===== src/rtl/ysyx_25030093_lsu.sv =====
// ysyx_25030093_lsu: multi-cycle load/store unit between execute and write-back.
// Accepts one access at a time, issues it on a valid/ready memory bus, steers
// store bytes into lanes, and extracts/extends load data for write-back.
// Optional feature macro: LSU_MISALIGN_CHECK_EN (flags misaligned h/w accesses
// with out_err and completes them without touching memory).
//
// Handshake rule for every valid/ready pair (in_*, mem_req_*, mem_resp_*, out_*):
// a transfer happens on a rising edge where valid and ready are both high; a
// producer keeps valid and its payload stable until that edge.
module ysyx_25030093_lsu (
  input  logic        clk,
  input  logic        rst_n,
  input  logic        in_valid,
  output logic        in_ready,
  input  logic        in_wen,
  input  logic [2:0]  in_funct3,
  input  logic [31:0] in_addr,
  input  logic [31:0] in_wdata,
  output logic        mem_req_valid,
  input  logic        mem_req_ready,
  output logic        mem_wen,
  output logic [31:0] mem_addr,
  output logic [31:0] mem_wdata,
  output logic [3:0]  mem_wmask,
  input  logic        mem_resp_valid,
  output logic        mem_resp_ready,
  input  logic [31:0] mem_rdata,
  output logic        out_valid,
  input  logic        out_ready,
  output logic [31:0] out_rdata,
  output logic        out_err,
  output logic [1:0]  dbg_state
);

  typedef enum logic [1:0] {IDLE = 2'd0, REQ = 2'd1, RESP = 2'd2, DONE = 2'd3} state_t;

  state_t      state_q, state_d;
  logic        wen_q;
  logic [2:0]  f3_q;
  logic [31:0] addr_q;
  logic [31:0] wdata_q;
  logic [31:0] rdata_q;
  logic        accept;
  logic        misalign;
  logic [31:0] st_wdata;
  logic [3:0]  st_mask;
  logic [7:0]  lane_b;
  logic [15:0] lane_h;
  logic [31:0] ld_data;

  assign accept    = in_valid && in_ready;
  assign dbg_state = state_q;

`ifdef LSU_MISALIGN_CHECK_EN
  logic err_q;
  // Halfword needs addr[0]=0; any word-class code (funct3[1]=1) needs addr[1:0]=0.
  assign misalign = ((in_funct3[1:0] == 2'b01) && in_addr[0]) ||
                    (in_funct3[1] && (in_addr[1:0] != 2'b00));
`else
  assign misalign = 1'b0;
`endif

  // Store lane replication and byte strobes from the latched access.
  always_comb begin
    st_wdata = wdata_q;
    st_mask  = 4'b1111;
    case (f3_q[1:0])
      2'b00: begin
        st_wdata = {4{wdata_q[7:0]}};
        st_mask  = 4'b0001 << addr_q[1:0];
      end
      2'b01: begin
        st_wdata = {2{wdata_q[15:0]}};
        st_mask  = 4'b0011 << {addr_q[1], 1'b0};
      end
      default: begin
        st_wdata = wdata_q;
        st_mask  = 4'b1111;
      end
    endcase
  end

  // Load lane extraction with sign (b/h) or zero (bu/hu) extension.
  always_comb begin
    lane_b  = 8'h00;
    lane_h  = addr_q[1] ? mem_rdata[31:16] : mem_rdata[15:0];
    ld_data = mem_rdata;
    case (addr_q[1:0])
      2'b00:   lane_b = mem_rdata[7:0];
      2'b01:   lane_b = mem_rdata[15:8];
      2'b10:   lane_b = mem_rdata[23:16];
      default: lane_b = mem_rdata[31:24];
    endcase
    case (f3_q[1:0])
      2'b00:   ld_data = f3_q[2] ? {24'h0, lane_b} : {{24{lane_b[7]}}, lane_b};
      2'b01:   ld_data = f3_q[2] ? {16'h0, lane_h} : {{16{lane_h[15]}}, lane_h};
      default: ld_data = mem_rdata;
    endcase
  end

  // Next-state and bus outputs; memory fields are driven only while requesting.
  always_comb begin
    state_d        = state_q;
    in_ready       = 1'b0;
    mem_req_valid  = 1'b0;
    mem_wen        = 1'b0;
    mem_addr       = 32'h0;
    mem_wdata      = 32'h0;
    mem_wmask      = 4'h0;
    mem_resp_ready = 1'b0;
    out_valid      = 1'b0;
    out_rdata      = 32'h0;
    case (state_q)
      IDLE: begin
        in_ready = rst_n;
        if (in_valid && rst_n) state_d = misalign ? DONE : REQ;
      end
      REQ: begin
        mem_req_valid = 1'b1;
        mem_wen       = wen_q;
        mem_addr      = {addr_q[31:2], 2'b00};
        mem_wdata     = wen_q ? st_wdata : 32'h0;
        mem_wmask     = wen_q ? st_mask : 4'h0;
        if (mem_req_ready) state_d = RESP;
      end
      RESP: begin
        mem_resp_ready = 1'b1;
        if (mem_resp_valid) state_d = DONE;
      end
      default: begin
        out_valid = 1'b1;
        out_rdata = rdata_q;
        if (out_ready) state_d = IDLE;
      end
    endcase
  end

`ifdef LSU_MISALIGN_CHECK_EN
  assign out_err = (state_q == DONE) && err_q;
`else
  assign out_err = 1'b0;
`endif

  // State register and latched access/result; reset abandons any outstanding access.
  always_ff @(posedge clk) begin
    if (!rst_n) begin
      state_q <= IDLE;
      wen_q   <= 1'b0;
      f3_q    <= 3'b000;
      addr_q  <= 32'h0;
      wdata_q <= 32'h0;
      rdata_q <= 32'h0;
`ifdef LSU_MISALIGN_CHECK_EN
      err_q   <= 1'b0;
`endif
    end else begin
      state_q <= state_d;
      if (accept) begin
        wen_q   <= in_wen;
        f3_q    <= in_funct3;
        addr_q  <= in_addr;
        wdata_q <= in_wdata;
        rdata_q <= 32'h0;
`ifdef LSU_MISALIGN_CHECK_EN
        err_q   <= misalign;
`endif
      end
      if ((state_q == RESP) && mem_resp_valid) rdata_q <= wen_q ? 32'h0 : ld_data;
    end
  end

endmodule


===== config.mk =====
export PLATFORM = sky130hd
export DESIGN_NAME = ysyx_25030093_lsu
export DESIGN_NICKNAME = d
export VERILOG_FILES = /design/src/rtl/ysyx_25030093_lsu.sv
export SDC_FILE = /design/constraint.sdc
export NUM_CORES = 1
export LEC_CHECK = 0
export ABC_AREA = 1
export BUFFER_PORTS_ARGS = -buffer_cell sky130_fd_sc_hd__buf_2
export CAP_MARGIN = 20
export CORE_MARGIN = 3
export CORE_UTILIZATION = 49
export CTS_CLUSTER_SIZE = 30
export DETAILED_ROUTE_END_ITERATION = 8
export PLACE_DENSITY_LB_ADDON = 0.12
export SYNTH_ARGS = -nofsm -noshare
export SYNTH_HDL_FRONTEND = slang
export SYNTH_SLANG_ARGS = --single-unit

===== constraint.sdc =====
create_clock -name clk -period 1.77 [get_ports clk]
set_input_delay 0.177 -clock clk [delete_from_list [all_inputs] [get_ports clk]]
set_output_delay 0.177 -clock clk [all_outputs]
set_load 0.01 [all_outputs]

-- Word-level counts from Yosys, hierarchy flattened
Cells that the tools add are included.
- add/subtract/negate cells: 0
- shift-type cells: 2
- div/mod/pow operators: 0
- bitwise operators: 0
- muxes and demuxes: 26
- multiply operators: 0
- eq/ne operators: 8
- order comparisons: 0
- reductions and logical operators: 10
- operators with widths (kind ; number):
    2-to-1 mux 32 bit ; 9
    one-hot mux 32 bit (2 select lines) ; 2
    one-hot mux 8 bit (3 select lines) ; 1
    2-to-1 mux 16 bit ; 1
    2-to-1 mux 2 bit ; 4
    2-to-1 mux 4 bit ; 2
    one-hot mux 4 bit (2 select lines) ; 1
    == test 2 x 1 -> 1 bit, second input constant ; 3
    zero test 2 bit ; 3
    inequality test 2 bit, second input constant ; 3
    one-hot mux 2 bit (3 select lines) ; 1
    2-to-1 mux 1 bit ; 5
    == test 2 bit, second input constant ; 2
    AND reduction 4 bit ; 1
    nonzero test 4 bit ; 1
    << shifter 1 x 2 -> 4 bit, first input constant ; 1
    << shifter 2 x 2 -> 4 bit, first input constant ; 1
    logical AND 1 bit ; 3
    OR reduction 3 bit ; 1
    nonzero test 2 bit ; 1
- register bits after elaboration: 102
- bits in read-only memories: 0
- bits in latches: 0
- RAM bits: 0
- word-level logic and storage cells: 52
- memories: 0

-- Logic depth before layout (Yosys ltp)
Gate-level depths: netlist of the first run.
- depth after elaboration: 6
- mapped depth: 10

-- Least setup slack after synthesis of the first run
Ideal clock, no wire load.
- path kind: register to output
- start: reg state_q[1] (netlist: dbg_state[1])
- end: out mem_wdata[30]
- path buffers: 2
- cell stages (with the launch flop): 9
- path slack: -0.086 ns
- arrival: 1.679 ns
- path through: dfxtp_1 inv_1 ha_1 buf_2 nand2_1 inv_1 buf_2 o21ai_0 a221oi_1
- longest elaborated chain between the ends: 2
- RTL lines (item ; line ; source):
    start, declared ; 37 ; state_t state_q, state_d;
    start signal, assigned ; 157 ; state_q <= state_d;
    == test 2 x 1 -> 1 bit ; 113 ; case (state_q)
    2-to-1 mux 32 bit ; 113 ;
    end, declared ; 23 ; output logic [31:0] mem_wdata,
Every way passes these cells.

-- Worst setup path after layout of the first run
- start: reg state_q[1] (netlist: dbg_state[1])
- end: out mem_wdata[25]
Same word-level chain as after synthesis.

==> out/qor.csv, run 1 <==
metric;value;unit
status;complete, but fails checks;
failing checks;negative setup slack;
initial antenna violation count;0;
fill cell count;922;
first-pass GRT wire length;25.18;mm
Cells after Synth;823;
share of post-route cells with drive strength above 1;31.59;%
CTS tree;yes;
Die Wd;109.2;µm
Via density;5.063;
Cell Area, Synth;5216;µm²
count leader, synth;nand2_1;
H-tree levels;3;
Reg clk slew, reported paths;0.11;ns
number of buffers created by CTS;9;
Post-synth EDFFs;0;
largest net degree at the start of global routing;72;
Leak Pwr;4.160;nW
nets;1159;
Hold Crit Class;in2reg;
IO Pins;214;
part of the cycle the worst path needs;101.8;%
Final Hold Viols;0;
# diodes;0;
max cap viols;0;
Critical Path RT;1.59;ns
# rows;37;
DR DRC count;0;
remaining antenna violation count after routing;0;
ys async rst share;0;%
number of synthesis warnings;0;
GRT overflow;0;
maximum net fanout on the critical path;13;
Die Y;109.2;µm
shortest period the worst path allows;1.803;ns
via count;6025;
slowest stage delay, CP;0.34;ns
worst skew pair latency;0.36;ns
type of origin of the critical path;register;
Post-Layout Cell Count;1190;
vias in the first global route;5340;
Routed WL;16.95;mm
Pins Over Slew Limit;0;
post-DP HPWL;11.48;mm
Synth top cells by count;nand2_1, inv_1, dfxtp_1;
Worst IR Drop VDD;0.0005773;V
routability cong.;0.8997;
fmax;0.5547;GHz
setup ws final;-0.03265;ns
post-synthesis sequential area ratio;39.15;%
clock sink count;102;
Iter 0 DRT Violations;402;
die area;11920;µm²
Power Density;957.0;nW/µm²
routed len/inst;14.24;µm
setup violators final;9;
GR Util All Layers;26.28;%
Post-Syn Area per Cell;6.338;µm²
detailed-router iteration count before antenna repair;5;
Layout Skew;0.01056;ns
final instance area;7302;µm²
number of synthesized register bits;102;
prevailing post-synth register cell;dfxtp_1;
Crit-path slowest cell;dfxtp_2;
final setup TNS;-0.1372;ns
largest cells by area after synthesis;dfxtp_1, nand2_1, inv_1;
CP endpoint kind;primary output;
CORE AREA;10320;µm²
Synth cell types;25;
Area Overhead vs Synth;39.99;%
number of buffers added on ports;210;
critical-path cell list;inv_2, ha_4, nand2_4, buf_12, o21ai_4, o221a_2, buf_6;
clk buf depth;2;
RSZ-0062 raised after global routing;yes;
placed cell count;1143;
critical path type;reg2out;
post-synth top area share;39.15;%
Cell Area, Placed;6455;µm²
Worst Path Arrival;1.63;ns
Initial Util;50.53;%
Synth area leader;dfxtp_1;
CTS root buffer;clkbuf_8;
==> metrics by stage <==
| stage | util, % | hold WS [ns] | power [mW] | setup slack (ns) |
|---|---|---|---|---|
| 6_report | 70.73 | 0.009547 | 6.988 | -0.03265 |
| 5_1_grt | 70.73 | 0.002676 | 7.438 | -0.1241 |
| 4_1_cts | 67.45 | 0.0003421 | 6.645 | -0.03684 |
| 3_5_place_dp | 62.53 | 0.3747 | 5.105 | 0.03816 |
| 3_3_place_gp | 62.53 | 0.3713 | 5.086 | 0.06150 |
| 2_1_floorplan | - | 0.2875 | 4.368 | 0.004441 |
==> worst paths after layout <==
| kind | slack [ns] | cells after the start | from | endpoint |
|---|---|---|---|---|
| min reg2reg | 0.47 | 2 | wdata_q[19]$_SDFFE_PN0P_ | wdata_q[19]$_SDFFE_PN0P_ |
| max | -0.03 | 7 | dbg_state[1]$_SDFFE_PN0P_ | mem_wdata[25] |
| max reg2reg | 0.11 | 10 | dbg_state[1]$_SDFFE_PN0P_ | wdata_q[20]$_SDFFE_PN0P_ |
| min | 0.01 | 3 | in_addr[21] | addr_q[21]$_SDFFE_PN0P_ |
==> kinds of logic after synthesis <==
kind of cell | count (synthesis) | share of synthesized area [%]
and+or+nand+nor | 380 | 29.58
DFF | 102 | 39.15
adders and majority gates | 4 | 0.9595
AOI/OAI and AO/OA | 161 | 16.57
other | 1 | 0.07189
buffers and inverters | 175 | 13.67
==> final cells by class <==
type                            instances  area (µm²)  share of cell area, %
Multi-Input combinational cell        548        2656                  36.38
Timing Repair Buffer                  267        1768                  24.21
Tap cell                              136       170.2                  2.330
Inverter                              121       474.2                  6.494
Sequential cell                       102        2052                  28.10
Clock inverter                          7       57.56                 0.7882
Clock buffer                            9       123.9                  1.696
==> flip-flops by register name, summed over array words and instances, names as in the netlist <==
register,cells
addr_q,32
dbg_state,2
f3_q,3
rdata_q,32
wdata_q,32
wen_q,1
==> placed cells by master (no fill, tap or decap), types with 3 or more instances in the layout <==
cell type / instances
buf_2: 202
a21oi_2: 7
o21ai_2: 11
a21oi_1: 77
o221a_2: 6
o21ai_1: 7
buf_6: 15
dlygate4sd3_1: 12
nor2_2: 6
nand2_4: 3
dfxtp_1: 98
clkbuf_8: 9
inv_4: 3
inv_2: 4
o21ai_0: 44
ha_4: 3
clkbuf_16: 4
o21ai_4: 3
nand2_1: 262
nand2_2: 4
nor2_1: 40
conb_1: 3
buf_4: 25
nand3_1: 63
inv_1: 112
buf_12: 9
==> report_power, final <==
group          leakage [nW]  internal [mW]  total (mW)  switching [mW]
Sequential            0.836           2.70        2.95           0.248
Combinational          3.24           1.05        2.64            1.59
Clock                0.0877          0.530        1.40           0.867
Total                  4.16           4.28        6.99            2.71
==> worst max-delay path, delay by kind of cell, from the launching register on <==
family,cells,cell delay [ns]
AOI/OAI and AO/OA,2,0.35
adders and majority gates,1,0.15
buffers and inverters,3,0.34
and+or+nand+nor,1,0.08
DFF,1,0.34
==> repair_timing <==
| action | CTS | global route |
|---|---|---|
| endpoints found under the hold margin | 12 | 0 |
| gates resized for setup | 56 | 45 |
| cloned | 0 | 5 |
| buffers inserted | 5 | 9 |
| hold buffers | 12 | 0 |
| pin swaps | 1 | 10 |
| setup endpoints to repair | 31 | 141 |
==> routing by layer <==
metal	global-route usage, %	part of all wire (%)	vias up
met4	7.836	2.4	0
li1	-	-	3017
met2	45.39	49	250
met5	0	0	-
met1	33.43	41	2719
met3	4.677	7.4	39
Power figures use the tool's default switching activity.
==> run 2: changes to the inputs <==
--- a/config.mk
+++ b/config.mk
@@ -13,6 +13,7 @@
 export CTS_CLUSTER_SIZE = 30
 export DETAILED_ROUTE_END_ITERATION = 8
 export PLACE_DENSITY_LB_ADDON = 0.12
+export SETUP_SLACK_MARGIN = 0.1
 export SYNTH_ARGS = -nofsm -noshare
 export SYNTH_HDL_FRONTEND = slang
 export SYNTH_SLANG_ARGS = --single-unit
==> run 2 against run 1 <==
- the flow still finishes with violations (negative setup slack)
- final cell count rose by 4.2%
- hold slack gained 0.0017 ns
- combinational power increased by 19%
- sequential share of layout area shrank 2.6 points
- critical endpoint is now mem_wdata[30]
- largest power group is now combinational logic
==> out/qor.csv, run 2 (synthesized netlist as in run 1, its figures left out) <==
metric;value;unit;change
most frequent cells in the layout;nand2_1, buf_2, inv_1;;
part of the cycle the worst path needs;110.2;%;+8.3 points
number of buffers added on ports;210;;unchanged
initial antenna violation count;0;;unchanged
number of buffers created by CTS;9;;unchanged
CP endpoint kind;primary output;;
# diodes;0;;unchanged
type of origin of the critical path;register;;
routed len/inst;15.84;µm;+11%
Layout Skew;0.009114;ns;-0.001442 ns
internal power;4.784;mW;+12%
Reg clk slew, reported paths;0.09;ns;-0.02 ns
clock network fraction of total power;20.5;%;+0.5 points
Final Hold Viols;0;;unchanged
# rows;37;;unchanged
clk buf depth;2;;unchanged
via count;6472;;+7.4%
Pins Over Slew Limit;0;;unchanged
Iter 0 DRT Violations;462;;+15%
critical path type;reg2out;;
Worst IR Drop VDD;0.0005400;V;-6.5%
Power Density;953.9;nW/µm²;-0.33%
Final Power;7.702;mW;+10%
status;complete, but fails checks;;
Net Sw Frac;37.88;%;-0.88 points
Via density;5.219;;+3.1%
worst skew pair latency;0.38;ns;+0.02 ns
Initial Util;50.53;%;unchanged
CTS root buffer;clkbuf_8;;
shortest period the worst path allows;1.950;ns;+0.1476 ns
IO Pins;214;;unchanged
routability cong.;0.9583;;+6.5%
detailed-router iteration count before antenna repair;5;;unchanged
hold endpoint;addr_q[29]$_SDFFE_PN0P_;;
GRT overflow;0;;unchanged
CORE AREA;10320;µm²;unchanged
Worst Path Arrival;1.77;ns;+0.14 ns
RSZ-0062 raised after global routing;yes;;
first-pass GRT wire length;26.02;mm;+3.3%
Psw;2.918;mW;+7.7%
setup ws final;-0.1803;ns;-0.1476 ns
Critical Path RT;1.59;ns;about the same
maximum net fanout on the critical path;5;;-8
Leak Pwr;4.498;nW;+8.1%
GR Util All Layers;27.47;%;+1.2 points
DR DRC count;0;;unchanged
hold_sp;in_addr[29];;
largest net degree at the start of global routing;72;;unchanged
die area;11920;µm²;unchanged
Worst Hold Depth;3;;unchanged
remaining antenna violation count after routing;0;;unchanged
Hold Crit Class;in2reg;;
nets;1209;;+4.3%
setup violators final;24;;+15
post-DP HPWL;11.16;mm;-2.7%
Die Wd;109.2;µm;unchanged
Area Overhead vs Synth;54.79;%;
combinational group share of total power;40.7;%;+2.9 points
most common cell after layout, fill and taps aside;nand2_1;;
placed cell count;1139;;-0.35%
share of post-route cells with drive strength above 1;34.06;%;+2.5 points
failing checks;negative setup slack;;
Die Y;109.2;µm;unchanged
clock sink count;102;;unchanged
H-tree levels;3;;unchanged
flop-to-flop setup slack;0.12;ns;about the same
Worst R2R End;wdata_q[0]$_SDFFE_PN0P_;;
CTS tree;yes;;
Worst Reg-to-Reg Cells;11;;+1
vias in the first global route;5536;;+3.7%
fmax;0.5127;GHz;-7.6%
R2R Path Start;dbg_state[1]$_SDFFE_PN0P_;;
max cap viols;0;;unchanged
sequential group share of total power;38.8;%;-3.4 points
Routed WL;19.64;mm;+16%
top flop regs;addr_q: 32 flops, rdata_q: 32 flops, wdata_q: 32 flops;;
Post-Layout Cell Count;1240;;+4.2%
## run 2: final cells by class
class | count | area (µm²)
multi-input combinational | 549 | 2759
fill | 804 | 2250
timing repair inverter | 1 | 7.507
clock inverter | 4 | 55.05
inverter | 121 | 475.5
tap | 136 | 170.2
sequential | 102 | 2056
clock buffer | 12 | 155.1
timing repair buffer | 315 | 2396
## run 2: metal layers
layer / up-vias / track usage [%] / wire, µm
met2: 366 / 48.82 / 9925
li1: 3117 / - / -
met5: - / 0 / 0
met3: 59 / 5.684 / 1747
met1: 2930 / 32.48 / 7343
met4: 0 / 10.24 / 627
## run 2: worst max-delay path, cell delays in order (launching register included)
cell,delay (ns)
dfxtp_2,0.34
inv_2,0.08
ha_4,0.15
nand2_4,0.08
clkinvlp_4,0.18
buf_6,0.15
o21ai_4,0.07
a221oi_2,0.19
buf_2,0.17
## run 2: power by group through the flow
stage               logic, mW  registers, mW  clock network, mW
floorplan                1.46           2.92                  0
global route             3.38           3.03               1.67
CTS                      2.38           2.95               1.58
finish                   3.13           2.99               1.58
global placement         2.12           2.97                  0
detailed placement       2.14           2.97                  0
## run 2: worst max path at each step
stage	from	end	slack, ns	cells after the start
floorplan	dbg_state[1]$_SDFFE_PN0P_	mem_wdata[25]	0.12	9
global placement	f3_q[0]$_SDFFE_PN0P_	mem_wdata[9]	0.09	5
detailed placement	dbg_state[1]$_SDFFE_PN0P_	mem_wdata[25]	0.07	8
CTS	dbg_state[1]$_SDFFE_PN0P_	mem_wdata[30]	-0.1	8
global route	dbg_state[1]$_SDFFE_PN0P_	mem_wdata[30]	-0.24	8
finish	dbg_state[1]$_SDFFE_PN0P_	mem_wdata[30]	-0.18	8
## run 2: metrics by stage
stage	worst slack, ns	cell area (µm²)	hold WS (ns)	TNS [ns]	util [%]
6_report	-0.1803	8074	0.01120	-2.375	78.21
5_1_grt	-0.2364	8074	0.01018	-5.117	78.21
4_1_cts	-0.09557	7333	0.001666	-1.153	71.03
3_5_place_dp	0.07026	6465	0.3739	0	62.62
3_3_place_gp	0.08807	6465	0.3706	0	62.62
2_1_floorplan	0.1217	5250	0.2875	0	-
## run 2: what timing repair did
item / CTS / global route
setup buffers: 7 / 21
cloned: 2 / 16
endpoints found under the setup margin: 62 / 170
hold endpoints to repair: 39 / 1
resized for setup: 66 / 72
hold buffers: 39 / 1
pin swaps: 2 / 11
==> run 3: changes to the inputs <==
--- a/config.mk
+++ b/config.mk
@@ -5,7 +5,6 @@
 export SDC_FILE = /design/constraint.sdc
 export NUM_CORES = 1
 export LEC_CHECK = 0
-export ABC_AREA = 1
 export BUFFER_PORTS_ARGS = -buffer_cell sky130_fd_sc_hd__buf_2
 export CAP_MARGIN = 20
 export CORE_MARGIN = 3
==> run 3 against run 2 <==
- count of clock-buffer cells in the layout is 2 lower
- hold slack lost 0.0041 ns
- sequential power rose by 2%
- largest cell class unchanged
- the run still ends with negative setup slack left
- sequential share of layout area shrank 1.9 points
- clock skew is 0.0038 ns higher
- area after synthesis decreased by 0.14%
- via count shrank 3.0%
==> out/qor.csv, run 3 <==
metric;value;unit;change
status;complete, but fails checks;;
failing checks;negative setup slack;;
DR top layer;met4;;
Cell Area, Synth;5209;µm²;-0.14%
fmax;0.5403;GHz;+5.4%
met2 routed WL;10.19;mm;+2.7%
initial antenna violation count;0;;unchanged
# diodes;0;;unchanged
largest net degree at the start of global routing;57;;-21%
top flop regs;addr_q: 32 flops, rdata_q: 32 flops, wdata_q: 32 flops;;
maximum net fanout on the critical path;5;;unchanged
fill cell count;586;;-27%
Synth cell types;34;;+36%
worst skew pair latency;0.38;ns;about the same
Post-synth EDFFs;0;;unchanged
number of synthesis warnings;0;;unchanged
slowest stage delay, CP;0.37;ns;+0.03 ns
post-synth top area share;39.20;%;+0.056 points
post-synthesis mux area share;5.693;%;+5.7 points
Initial Util;50.45;%;-0.073 points
max cap viols;0;;unchanged
share of post-route cells with drive strength above 1;45.20;%;+11 points
IO Pins;214;;unchanged
Synth Area in XOR/XNOR;0;%;unchanged
DR WL met3;1.532;mm;-12%
CTS root buffer;clkbuf_8;;
Final Hold Viols;0;;unchanged
most common cell after layout, fill and taps aside;nand2_1;;
post-synthesis sequential area ratio;39.20;%;+0.056 points
die area;11900;µm²;-0.14%
Synth Area in Compound Gates;21.23;%;+4.7 points
clock sink count;102;;unchanged
Iter 0 DRT Violations;575;;+24%
Worst Path Arrival;1.67;ns;-0.10 ns
Via density;5.627;;+7.8%
post-DP HPWL;11.20;mm;+0.38%
Hold Crit Class;in2reg;;
routability cong.;0.8601;;-10%
Crit-path slowest cell;dfxtp_4;;
wl on met1;7.621;mm;+3.8%
CORE AREA;10320;µm²;unchanged
part of the cycle the worst path needs;104.6;%;-5.6 points
Die Wd;109.1;µm;about the same
GRT overflow;0;;unchanged
GR Util All Layers;26.89;%;-0.58 points
Pins Over Slew Limit;0;;unchanged
Worst IR Drop VDD;0.0007032;V;+30%
worst path bufs/invs;4;;unchanged
Critical Path RT;1.59;ns;about the same
CTS tree;yes;;
Post-Synth Adder-Cell Area;0.9608;%;+0.0014 points
Layout Skew;0.01287;ns;+0.003752 ns
DP Worst Slack;-0.01263;ns;-0.08288 ns
Synth top cells by count;nand2_1, dfxtp_1, o21ai_0;;
H-tree levels;3;;unchanged
Reg clk slew, reported paths;0.11;ns;+0.02 ns
ys async rst share;0;%;unchanged
Die Y;109.1;µm;about the same
first-pass GRT wire length;25.78;mm;-0.93%
number of buffers created by CTS;9;;unchanged
Power Density;1009;nW/µm²;+5.8%
Top delay family on crit path;buffers and inverters;;
via count;6280;;-3.0%
shortest period the worst path allows;1.851;ns;-0.09948 ns
# rows;37;;unchanged
number of synthesized register bits;102;;unchanged
final setup TNS;-0.4806;ns;+1.894 ns
DR DRC count;0;;unchanged
RSZ-0062 raised after global routing;yes;;
critical-path cell list;inv_4, ha_4, buf_12, nand2_8, clkbuf_16, a21oi_2, buf_2;;
Post-Syn Area per Cell;7.378;µm²;+16%
Area Overhead vs Synth;67.84;%;
remaining antenna violation count after routing;0;;unchanged
Routed WL;20.20;mm;+2.8%
Synth area leader;dfxtp_1;;
count leader, synth;nand2_1;;
setup violators final;17;;-29%
vias in the first global route;5366;;-3.1%
clk buf depth;2;;unchanged
largest cells by area after synthesis;dfxtp_1, nand2_1, o21ai_0;;
prevailing post-synth register cell;dfxtp_1;;
setup ws final;-0.08079;ns;+0.09948 ns
CP endpoint kind;primary output;;
critical path type;reg2out;;
type of origin of the critical path;register;;
detailed-router iteration count before antenna repair;8;;+3
number of buffers added on ports;210;;unchanged
Synth Area in Simple Gates;27.19;%;-2.4 points
Cells after Synth;706;;-14%
most frequent cells in the layout;nand2_1, buf_2, o21ai_0, dfxtp_1, buf_6;;
Leak Pwr;3.734;nW;-17%
Final Power;8.825;mW;+15%
routed len/inst;18.10;µm;+14%
nets;1085;;-10%
largest family of logic cells by synthesized area;simple AND/OR/NAND/NOR gates;;
==> run 3: cells by family (layout without fill, tap and decap cells) <==
group,Yosys count,in the layout
other cells,1,3
fa+ha+maj,4,4
flops,102,102
buf+inv,68,339
compound gates,188,188
mux,28,28
simple gates,315,316
==> run 3: path summary, 6_finish.rpt <==
kind | cells past startpoint | slack [ns] | endpoint | startpoint
worst min register to register | 2 | 0.46 | addr_q[21]$_SDFFE_PN0P_ | addr_q[21]$_SDFFE_PN0P_
worst max-delay path | 7 | -0.08 | mem_wdata[8] | dbg_state[1]$_SDFFE_PN0P_
worst max register to register | 8 | -0.07 | dbg_state[0]$_SDFFE_PN0P_ | dbg_state[1]$_SDFFE_PN0P_
worst min-delay path | 3 | 0.007 | addr_q[5]$_SDFFE_PN0P_ | in_addr[5]
==> run 3: what timing repair did <==
| action | 4_1_cts | 5_1_grt |
|---|---|---|
| hold buffers | 37 | 0 |
| gates cloned | 1 | 12 |
| resized for setup | 47 | 229 |
| endpoints found under the hold margin | 37 | 0 |
| pin swaps | 4 | 70 |
| buffers inserted | 13 | 17 |
| setup endpoints to repair | 91 | 121 |
==> run 3: through the flow <==
| stage | hold slack, ns | util, % | instance area [µm²] | cells |
|---|---|---|---|---|
| after detailed placement | 0.3751 | 62.32 | 6434 | 1019 |
| final | 0.007074 | 84.68 | 8742 | 1116 |
| after CTS | 0.0002130 | 71.12 | 7342 | 1086 |
| after floorplan | 0.2856 | - | 5226 | 708 |
| after global routing | 0.003887 | 84.68 | 8742 | 1116 |
| after global placement | 0.3696 | 62.32 | 6434 | 1019 |
==> run 3: area by class of cell <==
class,count,area (µm²),share of cell area (%)
Clock buffer,10,127.6,1.460
Clock inverter,6,93.84,1.073
Inverter,6,27.53,0.3149
Multi-Input combinational cell,539,3410,39.00
Sequential cell,102,2063,23.60
Tap cell,136,170.2,1.946
Timing Repair Buffer,317,2850,32.60
==> run 3: per-layer routing <==
layer  track usage [%]  vias up
met5                 0        -
met4             9.197        0
met3             4.204       79
met2             46.93      343
met1             33.63     2962
li1                  -     2896
==> run 3: tightest hold or removal path: stages <==
cell,delay [ns]
buf_2,0.07
nand2_1,0.04
o21ai_0,0.06
==> run 3: power breakdown <==
part           total [mW]  switching [mW]  leakage [nW]  internal, mW
Combinational        4.11            2.10          2.79          2.01
Sequential           3.04           0.359         0.839          2.68
Clock                1.67           0.864         0.107         0.811
